<file path="src/rtl/apb_master_fsm.sv">
// ---------------------------------------------------------------------------
// apb_master_fsm
//   APB master sequencer for the APB-clock side of the ICB-to-APB bridge.
//   Pops one 64-bit command from the command FIFO, runs one APB SETUP/ACCESS
//   transfer, and pushes one 33-bit response {error, rdata} into the
//   response FIFO. Only one transfer is ever in flight.
//
//   Optional feature macro: APB_TIMEOUT_EN
//     Defined   : ACCESS aborts with an error response after TIMEOUT_CYCLES
//                 cycles without pready.
//     Undefined : ACCESS waits indefinitely for pready.
//
// Ports
//   rclk, rrst_n          APB clock, async active-low reset
//   cmd_empty / cmd_ren   command FIFO read side (data valid cycle after ren)
//   cmd_data[63:0]        {wdata[31:0], addr[31:2], reserved, write}
//   rsp_full / rsp_wen    response FIFO write side
//   rsp_data[32:0]        {error, rdata}; rdata is 0 for writes
//   psel, penable, pwrite, paddr, pwdata, prdata, pready, pslverr : APB
//   busy                  high whenever the sequencer is not idle
// ---------------------------------------------------------------------------
module apb_master_fsm #(
   parameter int unsigned TIMEOUT_CYCLES = 256
) (
   input  logic        rclk,
   input  logic        rrst_n,
   input  logic        cmd_empty,
   output logic        cmd_ren,
   input  logic [63:0] cmd_data,
   input  logic        rsp_full,
   output logic        rsp_wen,
   output logic [32:0] rsp_data,
   output logic        psel,
   output logic        penable,
   output logic        pwrite,
   output logic [31:0] paddr,
   output logic [31:0] pwdata,
   input  logic [31:0] prdata,
   input  logic        pready,
   input  logic        pslverr,
   output logic        busy
);

   typedef enum logic [2:0] {
      IDLE,
      FETCH,
      SETUP,
      ACCESS,
      RESP
   } state_e;

   state_e      state_q;
   logic        psel_q;
   logic        penable_q;
   logic        pwrite_q;
   logic [31:0] paddr_q;
   logic [31:0] pwdata_q;
   logic [32:0] rsp_data_q;

`ifdef APB_TIMEOUT_EN
   localparam int unsigned     CNT_W    = $clog2(TIMEOUT_CYCLES) + 1;
   localparam logic [CNT_W-1:0] CNT_LAST = CNT_W'(TIMEOUT_CYCLES - 1);
   logic [CNT_W-1:0] tmo_cnt_q;
`else
   // Parameter is only meaningful with the timeout feature compiled in.
   logic [31:0] unused_tmo_cfg;
   assign unused_tmo_cfg = TIMEOUT_CYCLES;
`endif

   // Reserved command bit carries no meaning.
   logic unused_resv;
   assign unused_resv = cmd_data[1];

   always_ff @(posedge rclk or negedge rrst_n) begin
      if (!rrst_n) begin
         state_q    <= IDLE;
         psel_q     <= 1'b0;
         penable_q  <= 1'b0;
         pwrite_q   <= 1'b0;
         paddr_q    <= '0;
         pwdata_q   <= '0;
         rsp_data_q <= '0;
`ifdef APB_TIMEOUT_EN
         tmo_cnt_q  <= '0;
`endif
      end else begin
         case (state_q)
            IDLE: begin
               if (!cmd_empty) state_q <= FETCH;
            end
            FETCH: begin
               // cmd_data is valid this cycle; bus signals go live next cycle.
               paddr_q  <= {cmd_data[31:2], 2'b00};
               pwdata_q <= cmd_data[63:32];
               pwrite_q <= cmd_data[0];
               psel_q   <= 1'b1;
               state_q  <= SETUP;
            end
            SETUP: begin
               penable_q <= 1'b1;
`ifdef APB_TIMEOUT_EN
               tmo_cnt_q <= '0;
`endif
               state_q   <= ACCESS;
            end
            ACCESS: begin
               // psel and penable are both high here, so pready alone
               // qualifies sampling of pslverr/prdata.
               if (pready) begin
                  rsp_data_q <= {pslverr, (pwrite_q ? 32'h0 : prdata)};
                  psel_q     <= 1'b0;
                  penable_q  <= 1'b0;
                  state_q    <= RESP;
               end
`ifdef APB_TIMEOUT_EN
               else if (tmo_cnt_q == CNT_LAST) begin
                  rsp_data_q <= {1'b1, 32'h0};
                  psel_q     <= 1'b0;
                  penable_q  <= 1'b0;
                  state_q    <= RESP;
               end else begin
                  tmo_cnt_q <= tmo_cnt_q + CNT_W'(1);
               end
`endif
            end
            RESP: begin
               if (!rsp_full) state_q <= IDLE;
            end
            default: state_q <= IDLE;
         endcase
      end
   end

   // FIFO strobes are combinational so a ready FIFO is served the same cycle.
   assign cmd_ren  = (state_q == IDLE) && !cmd_empty;
   assign rsp_wen  = (state_q == RESP) && !rsp_full;
   assign busy     = (state_q != IDLE);

   assign psel     = psel_q;
   assign penable  = penable_q;
   assign pwrite   = pwrite_q;
   assign paddr    = paddr_q;
   assign pwdata   = pwdata_q;
   assign rsp_data = rsp_data_q;

endmodule
</file>
<file path="config.mk">
export PLATFORM = sky130hd
export DESIGN_NAME = apb_master_fsm
export DESIGN_NICKNAME = d
export VERILOG_FILES = /design/src/rtl/apb_master_fsm.sv
export SDC_FILE = /design/constraint.sdc
export NUM_CORES = 1
export LEC_CHECK = 0
export ABC_AREA = 1
export CAP_MARGIN = 20
export CORE_ASPECT_RATIO = 1.75
export CORE_UTILIZATION = 43
export DETAILED_ROUTE_END_ITERATION = 10
export PLACE_DENSITY = 0.94
export SLEW_MARGIN = 15
export SYNTH_ARGS = -nofsm -noshare
export SYNTH_HDL_FRONTEND = slang
export SYNTH_SLANG_ARGS = --single-unit
export TNS_END_PERCENT = 20
</file>
<file path="constraint.sdc">
create_clock -name rclk -period 3.1 [get_ports rclk]
set_clock_uncertainty 0.05 [all_clocks]
set_input_delay 0.62 -clock rclk [delete_from_list [all_inputs] [get_ports rclk]]
set_output_delay 0.62 -clock rclk [all_outputs]
set_load 0.01 [all_outputs]
</file>
==> out/qor.csv, run 1 <==
metric;value;unit
crit_fanout;5;
maxSlewHeadroom;0.3426;
worst_slew_pin_slew;985.1;ps
post_cts_resized;0;
synth_seq_area_share;0.6267;
worstSetupStartpointType;flop;
post_cts_buffers;0;
dp.final_hpwl;7862;µm
max_stage_delay;540;ps
drcViolationCount;0;
max_freq;396.3;MHz
grt_pass1_vias;3439;
ys.warnings.count;0;
final_cell_mix;clkdlybuf4s50_1, nand2_1, dfrtp_1;
rows;46;
ant_nets;0;
met1_usage;0.2261;
path_clk_slew;60;ps
io_pins;205;
synthCells;440;
setup_viol;0;
detail_route.first_pass.iterations;4;
critical_path_class;flop to primary output;
start_util;0.4435;
die-area;9785;µm²
outcome;finished, final reports clean;
finalMaxSlewViolations;0;
placed_cell_area;6086;µm²
port_buffers;201;
routed_wl;10520;µm
area_delta_synth_final;60.63;%
crit_chain;nor2_1 > nand2_1 > nor2_1 > clkdlybuf4s50_1;
track_usage;0.2114;
vias;3568;
root_buffer;clkbuf_16;
vias_per_cell;4.726;
dr.first_iter.drc_count;149;
cts_hold_buffers;0;
period_share;0.8139;
nFillCells;656;
fin_crit;2523;ps
gp_congestion;0.7730;
crit_family;simple AND/OR/NAND/NOR gates;
grt_pass1_wl;15560;µm
grt_max_degree;129;
drive_gt1_frac;0.05354;
ir_drop;0.0008218;V
wl_per_cell;13.93;µm
final_util;0.7123;
p_per_area;986.8;nW/µm²
tns;0;ps
die_h;130.1;µm
cpMaxStageDelayCell;clkdlybuf4s50_1;
cts_buffer_depth;2;
final-hold-violation-count;0;
critPathCaptureType;primary output;
antenna_found_initial;0;
grt_remaining_overflow;0;
h-tree-depth;3;
syn_area;4033;µm²
power.leakage;3.062;nW
critical_path_buf_inv_count;1;
clock_latency;330;ps
cts_tree;done;
final_area;6477;µm²
syn_area_per_cell;9.165;µm²
core-area;9094;µm²
synth_cell_types;17;
layout.nets;732;
hold_class;primary input to asynchronous set/reset pin;
cp_common_cell;nor2_1;
globalRoute.busiestLayer;met2;
ys_ff_latch;101;
clkSinkCount;101;
required;2430;ps
arrival;1850;ps
grt_util_met2;0.3831;
drv_cap;0;
layout_commonest_cell;clkdlybuf4s50_1;
use_met3;0.05405;
num_antenna_cells;0;
rsz0062_at_grt;no;
cts_buffers;9;
chipWidth;75.21;µm
## kinds of logic after synthesis
kind of cell / count (synthesis) / synth area share
flip-flops: 101 / 0.6267
other: 1 / 0.0009299
buffers and inverters: 92 / 0.09867
AND/OR/NAND/NOR: 151 / 0.1446
AO/OA/AOI/OAI: 95 / 0.1291
## cell type report
class                           count  area [µm²]  area share
Clock buffer                       10       229.0     0.03535
Tap cell                          120       150.1     0.02318
Multi-Input combinational cell    248        1124      0.1735
Sequential cell                   101        2527      0.3902
Timing Repair Buffer              204        2064      0.3187
Inverter                           66       247.7     0.03825
Clock inverter                      6       135.1     0.02086
## power by group
group,switching (mW),internal (mW),leakage [nW],total (mW)
registers,0.339,1.92,1.27,2.25
logic,1.36,1.43,1.62,2.80
clock network,0.467,0.870,0.169,1.34
## per-stage QoR
| stage | worst slack [ps] | hold slack (ps) | instances | total power [mW] |
|---|---|---|---|---|
| 6_report | 576.8 | 268.4 | 755 | 6.392 |
| 5_1_grt | 435.5 | 310.1 | 755 | 6.815 |
| 4_1_cts | 563.8 | 283.6 | 754 | 6.436 |
| 3_5_place_dp | 642.3 | 414.0 | 738 | 5.070 |
| 3_3_place_gp | 622.5 | 407.2 | 738 | 4.892 |
| 2_1_floorplan | 1457 | 274.4 | 441 | 3.486 |
## sequential cells by signal (all words and copies together) (netlist names)
signal,count
rsp_data,33
pwdata,32
penable,1
psel,1
paddr,30
state_q,3
pwrite,1
## metal layers
metal	vias up	share of wire
met5	-	0
met4	0	0.027
met3	22	0.078
met2	167	0.53
met1	1665	0.37
li1	1714	-
## Yosys cell counts
cell type	n	area (µm²)
nand2_1	138	518.0
buf_4	3	22.52
inv_1	66	247.7
buf_2	15	75.07
buf_6	3	33.78
nand4_1	1	6.260
nor2_2	1	6.260
conb_1	1	3.750
nand3_1	5	25.02
nor2_1	4	15.01
nand2_2	1	6.260
nor4_1	1	6.260
clkbuf_1	5	18.77
o21ai_0	82	410.4
dfrtp_1	101	2527
o21ai_2	12	105.1
a21oi_1	1	5.000
## worst paths after layout
kind / slack (ps) / end / cells after the start / start
max in group asynchronous: 2020 / rsp_data[5]$_DFFE_PN0P_ / 2 / rrst_n
min in group rclk: 430 / psel$_DFFE_PN0P_ / 2 / psel$_DFFE_PN0P_
max reg2reg: 1230 / rsp_data[25]$_DFFE_PN0P_ / 6 / state_q[0]$_DFFE_PN0P_
min: 270 / rsp_data[32]$_DFFE_PN0P_ / 1 / rrst_n
min reg2reg: 430 / psel$_DFFE_PN0P_ / 2 / psel$_DFFE_PN0P_
max: 580 / cmd_ren / 4 / state_q[0]$_DFFE_PN0P_
(Power assumes the default switching activity.)
==> inputs of run 2 (changes only) <==
- CORE_UTILIZATION: 43 -> 36
- PLACE_DENSITY: 0.94 -> 0.84
- clock period: 3.1 -> 2.3 ns (I/O delays scaled with it)
==> run 2 against run 1 <==
  * Via count decreased by 2.3%
  * Setup slack got worse by 510 ps
  * Count of clock-buffer cells in the layout decreased by 1
  * Core utilization decreased by 11 points
  * Non-clock buffer count increased by 3
  * Global-route usage decreased by 2.9 points
  * Critical path type unchanged
  * Critical endpoint is now rsp_wen
  * Largest cell class unchanged
==> out/qor.csv, run 2 (synthesized netlist as in run 1, its figures left out) <==
metric;value;unit;change
outcome;finished, final reports clean;;
grt_max_degree;80;;-38%
met3_wirelength;786;µm;-4.5%
p_switching;2.922;mW;+35%
port_buffers;201;;unchanged
swShare;0.3479;;+0.008188
cts_buffers;9;;unchanged
die-area;11650;µm²;+19%
wl_per_cell;13.34;µm;-4.2%
routed_wl;10250;µm;-2.6%
antenna_found_initial;0;;unchanged
layout.nets;735;;+0.41%
drcViolationCount;0;;unchanged
crit_fanout;4;;-1
cpMaxStageDelayCell;clkdlybuf4s50_1;;
dr.first_iter.drc_count;107;;-28%
worstSetupStartpointType;flop;;
final_cell_mix;clkdlybuf4s50_1, nand2_1, dfrtp_1;;
grt_pass1_wl;16300;µm;+4.7%
cts_hold_buffers;0;;unchanged
vias_per_cell;4.538;;-4.0%
crit_family;buffers and inverters;;
num_antenna_cells;0;;unchanged
fin_ws;62.00;ps;-514.8 ps
largest_register_ffs;33;;unchanged
path_clk_slew;70;ps;about the same
final_cells;768;;+1.7%
gp_congestion;0.8017;;+3.7%
finalMaxSlewViolations;0;;unchanged
tns;0;ps;unchanged
detail_route.first_pass.iterations;6;;+2
critPathCaptureType;primary output;;
grt_pass1_vias;3612;;+5.0%
period_share;0.9730;;
h-tree-depth;3;;unchanged
track_usage;0.1821;;-0.02933
drv_cap;0;;unchanged
placed_cell_area;6141;µm²;+0.90%
vias;3485;;-2.3%
chipWidth;82.01;µm;+9.0%
placed_cells;752;;+1.9%
core-area;10820;µm²;+19%
area_delta_synth_final;60.53;%;about the same
regArea;2527;µm²;unchanged
max_freq;446.8;MHz;
fin_crit;2238;ps;
setup_viol;0;;unchanged
rows;50;;+8.7%
arrival;1730;ps;-120 ps
maxSlewHeadroom;0.5864;;+0.2439
die_h;142.0;µm;+9.2%
ant_nets;0;;unchanged
pwr-share-seq;0.359;;+0.006
whs;88.52;ps;-179.8 ps
drive_gt1_frac;0.06113;;+0.007585
highest_layer;met4;;
worst_slew_pin_slew;620.4;ps;-364.7 ps
pre_cts_slack;120.9;ps;-521.4 ps
internal_power;5.478;mW;+30%
drt-met1-wl;3797;µm;-2.1%
nFillCells;919;;+40%
finalPower;8.400;mW;+31%
wl_met2;5334;µm;-3.7%
p_comb_frac;0.446;;+0.008
critical_path_class;flop to primary output;;
clock_latency;330;ps;about the same
required;1790;ps;-640 ps
max_stage_delay;590;ps;+50 ps
p_per_area;1298;nW/µm²;+31%
io_pins;205;;unchanged
layout_commonest_cell;clkdlybuf4s50_1;;
final_area;6474;µm²;about the same
crit_chain;inv_1 > nor4_1 > clkdlybuf4s50_1;;
hold_class;primary input to asynchronous set/reset pin;;
ir_drop;0.0006909;V;-16%
dp.final_hpwl;7876;µm;+0.18%
final-hold-violation-count;0;;unchanged
start_util;0.3726;;-0.07085
cts_buffer_depth;2;;unchanged
root_buffer;clkbuf_16;;
rsz0062_at_grt;yes;;
cts_tree;done;;
multi_input_area;1126;µm²;+0.22%
critical_path_buf_inv_count;2;;+1
power.leakage;3.063;nW;about the same
clkSinkCount;101;;unchanged
clockPowerShare;0.196;;-0.013
final_util;0.5982;;-0.1142
grt_remaining_overflow;0;;unchanged
## run 2: path summary, 6_finish.rpt
| path | start | to | slack (ps) | cells past startpoint |
|---|---|---|---|---|
| min in group rclk | psel$_DFFE_PN0P_ | psel$_DFFE_PN0P_ | 430 | 2 |
| worst max-delay path | state_q[2]$_DFFE_PN0P_ | rsp_wen | 60 | 3 |
| worst min-delay path | rrst_n | rsp_data[0]$_DFFE_PN0P_ | 90 | 1 |
| max in group asynchronous | rrst_n | rsp_data[4]$_DFFE_PN0P_ | 1430 | 2 |
| worst min register to register | psel$_DFFE_PN0P_ | psel$_DFFE_PN0P_ | 430 | 2 |
| worst max register to register | state_q[2]$_DFFE_PN0P_ | pwdata[18]$_DFFE_PN0P_ | 740 | 4 |
## run 2: timing repair
| item | in CTS | in global routing |
|---|---|---|
| endpoints found under the hold margin | 0 | 0 |
| buffers inserted | 0 | 0 |
| gates resized for setup | 0 | 1 |
| endpoints found under the setup margin | 0 | 1 |
## run 2: cell type report
cell class	count	share of cell area
Clock buffer	9	0.03479
Multi-Input combinational cell	248	0.1739
Timing Repair Buffer	207	0.3212
Clock inverter	7	0.01624
Tap cell	130	0.02513
Inverter	66	0.03827
Sequential cell	101	0.3904
## run 2: power by group through the flow
| stage | registers, mW | logic (mW) | clock network (mW) |
|---|---|---|---|
| after floorplan | 3.37 | 1.33 | 0 |
| after global placement | 3.00 | 3.65 | 0 |
| after detailed placement | 3.04 | 3.79 | 0 |
| after CTS | 3.02 | 3.80 | 1.70 |
| after global routing | 3.12 | 4.17 | 1.75 |
| final | 3.01 | 3.74 | 1.64 |
## run 2: layer usage
layer,global-route usage,up-vias
met5,0,-
met1,0.1967,1593
li1,-,1732
met2,0.3154,138
met4,0.07849,0
met3,0.05962,22
## run 2: worst register-to-register path, delay by kind of cell (launching register included)
family,cells,cell delay (ps)
AND/OR/NAND/NOR,1,90
flip-flops,1,440
buffers and inverters,2,610
AO/OA/AOI/OAI,1,220
==> inputs of run 3 (changes only) <==
- RECOVER_POWER: default -> 25
- SKIP_LAST_GASP: default -> 1
==> run 3 against run 2 <==
  * Final area decreased by 0.29%
  * Sequential cell count unchanged
  * Sequential power about the same
  * Setup slack about the same
  * Non-clock buffer count unchanged
  * Via count about the same
  * Highest routed layer unchanged
  * Combinational power about the same
  * Count of clock-buffer cells in the layout unchanged
  * Final cell count unchanged
  * Power about the same
==> out/qor.csv, run 3 (synthesized netlist as in run 1, its figures left out) <==
metric;value;unit;change
grt_pass1_wl;16300;µm;unchanged
cts_buffer_depth;2;;unchanged
final_cell_mix;clkdlybuf4s50_1, nand2_1, dfrtp_1;;
cts_hold_buffers;0;;unchanged
required;1790;ps;about the same
worstSetupStartpointType;flop;;
die-area;11650;µm²;unchanged
routed_wl;10270;µm;+0.20%
critPathCaptureType;primary output;;
period_share;0.9730;;about the same
cts_tree;done;;
drv_cap;0;;unchanged
r2r-start;state_q[2]$_DFFE_PN0P_;;
fin_crit;2238;ps;-0.02950 ps
grt_pass1_vias;3612;;unchanged
max_freq;446.8;MHz;about the same
track_usage;0.1821;;unchanged
fin_ws;62.03;ps;+0.02950 ps
vias_per_cell;4.540;;about the same
dp.final_hpwl;7876;µm;unchanged
drive_gt1_frac;0.05956;;-0.001567
wl_per_cell;13.37;µm;+0.20%
chipWidth;82.01;µm;unchanged
area_delta_synth_final;60.07;%;
grt_max_degree;80;;unchanged
setup_viol;0;;unchanged
clock_latency;330;ps;about the same
port_buffers;201;;unchanged
placed_cells;752;;unchanged
nFillCells;923;;+0.44%
rsz0062_at_grt;yes;;
ir_drop;0.0006909;V;about the same
p_per_area;1301;nW/µm²;+0.27%
placed_cell_area;6141;µm²;unchanged
largest_register_ffs;33;;unchanged
h-tree-depth;3;;unchanged
core-area;10820;µm²;unchanged
final_util;0.5964;;-0.001734
final-hold-violation-count;0;;unchanged
start_util;0.3726;;unchanged
rows;50;;unchanged
root_buffer;clkbuf_16;;
worst_slew_pin_slew;1175;ps;+554.9 ps
io_pins;205;;unchanged
die_h;142.0;µm;unchanged
reg2reg_setup_slack;730;ps;about the same
final_area;6455;µm²;-0.29%
crit_start;state_q[2]$_DFFE_PN0P_;;
vias;3487;;+0.057%
num_antenna_cells;0;;unchanged
detail_route.first_pass.iterations;4;;-2
path_clk_slew;70;ps;about the same
outcome;finished, final reports clean;;
finalMaxSlewViolations;0;;unchanged
drcViolationCount;0;;unchanged
arrival;1730;ps;about the same
ff2ff_path_depth;4;;unchanged
cts_buffers;9;;unchanged
ant_nets;0;;unchanged
layout.nets;735;;unchanged
gp_congestion;0.8017;;unchanged
power.leakage;3.054;nW;-0.30%
r2r_end;pwdata[18]$_DFFE_PN0P_;;
grt_remaining_overflow;0;;unchanged
hold_class;primary input to asynchronous set/reset pin;;
dr.first_iter.drc_count;108;;+0.93%
crit_fanout;4;;unchanged
maxSlewHeadroom;0.2165;;-0.3699
layout_commonest_cell;clkdlybuf4s50_1;;
critPathCapture;rsp_wen;;
final_cells;768;;unchanged
critical_path_class;flop to primary output;;
antenna_found_initial;0;;unchanged
clkSinkCount;101;;unchanged
pre_cts_slack;120.9;ps;unchanged
[run 3: changes by cell type in the layout (fill, tap and decap cells not counted)]
cell      delta
clkbuf_1     +1
buf_4        -2
clkbuf_4     +1
buf_12       -1
clkbuf_2     +1
[run 3: power breakdown]
part / internal (mW) / leakage [nW] / switching, mW
Combinational: 1.92 / 1.63 / 1.82
Clock: 0.971 / 0.159 / 0.672
Sequential: 2.58 / 1.27 / 0.435
[run 3: through the flow]
stage	power [mW]	hold slack, ps	setup TNS, ps
floorplan	4.699	114.4	0
global placement	6.651	405.6	0
detailed placement	6.834	411.9	0
CTS	8.527	104.8	0
global route	9.030	427.2	-30.63
finish	8.398	304.9	0
[run 3: worst max-delay path, stage by stage (launching register included)]
cell and delay (ps):
dfrtp_1 440, inv_1 110, nor4_1 260, clkdlybuf4s50_1 590
[run 3: worst min-delay path by stage]
stage	end	slack, ps	cells after the start
finish	rsp_data[0]$_DFFE_PN0P_	300	1
CTS	pwdata[7]$_DFFE_PN0P_	100	1
detailed placement	psel$_DFFE_PN0P_	410	2
floorplan	paddr[10]$_DFFE_PN0P_	110	0
global route	rsp_data[0]$_DFFE_PN0P_	430	1
global placement	psel$_DFFE_PN0P_	410	2
[run 3: repair_timing]
item	CTS	global route
buffers inserted	0	0
endpoints found under the setup margin	0	1
hold endpoints to repair	0	0
resized for setup	0	1
[run 3: final cells by class]
class	count	area [µm²]	share of cell area
multi-input cells	248	1126	0.1745
flip-flops and latches	101	2527	0.3915
well taps	130	162.7	0.02520
repair buffers	207	2061	0.3192
clock inverters	7	105.1	0.01628
inverters	66	247.7	0.03838
clock buffers	9	225.2	0.03489
[run 3: per-layer routing]
layer / GRT usage / share of wire / vias up
met2: 0.3154 / 0.52 / 138
met5: 0 / 0 / -
met3: 0.05962 / 0.077 / 22
met4: 0.07849 / 0.032 / 0
met1: 0.1967 / 0.37 / 1594
li1: - / - / 1733
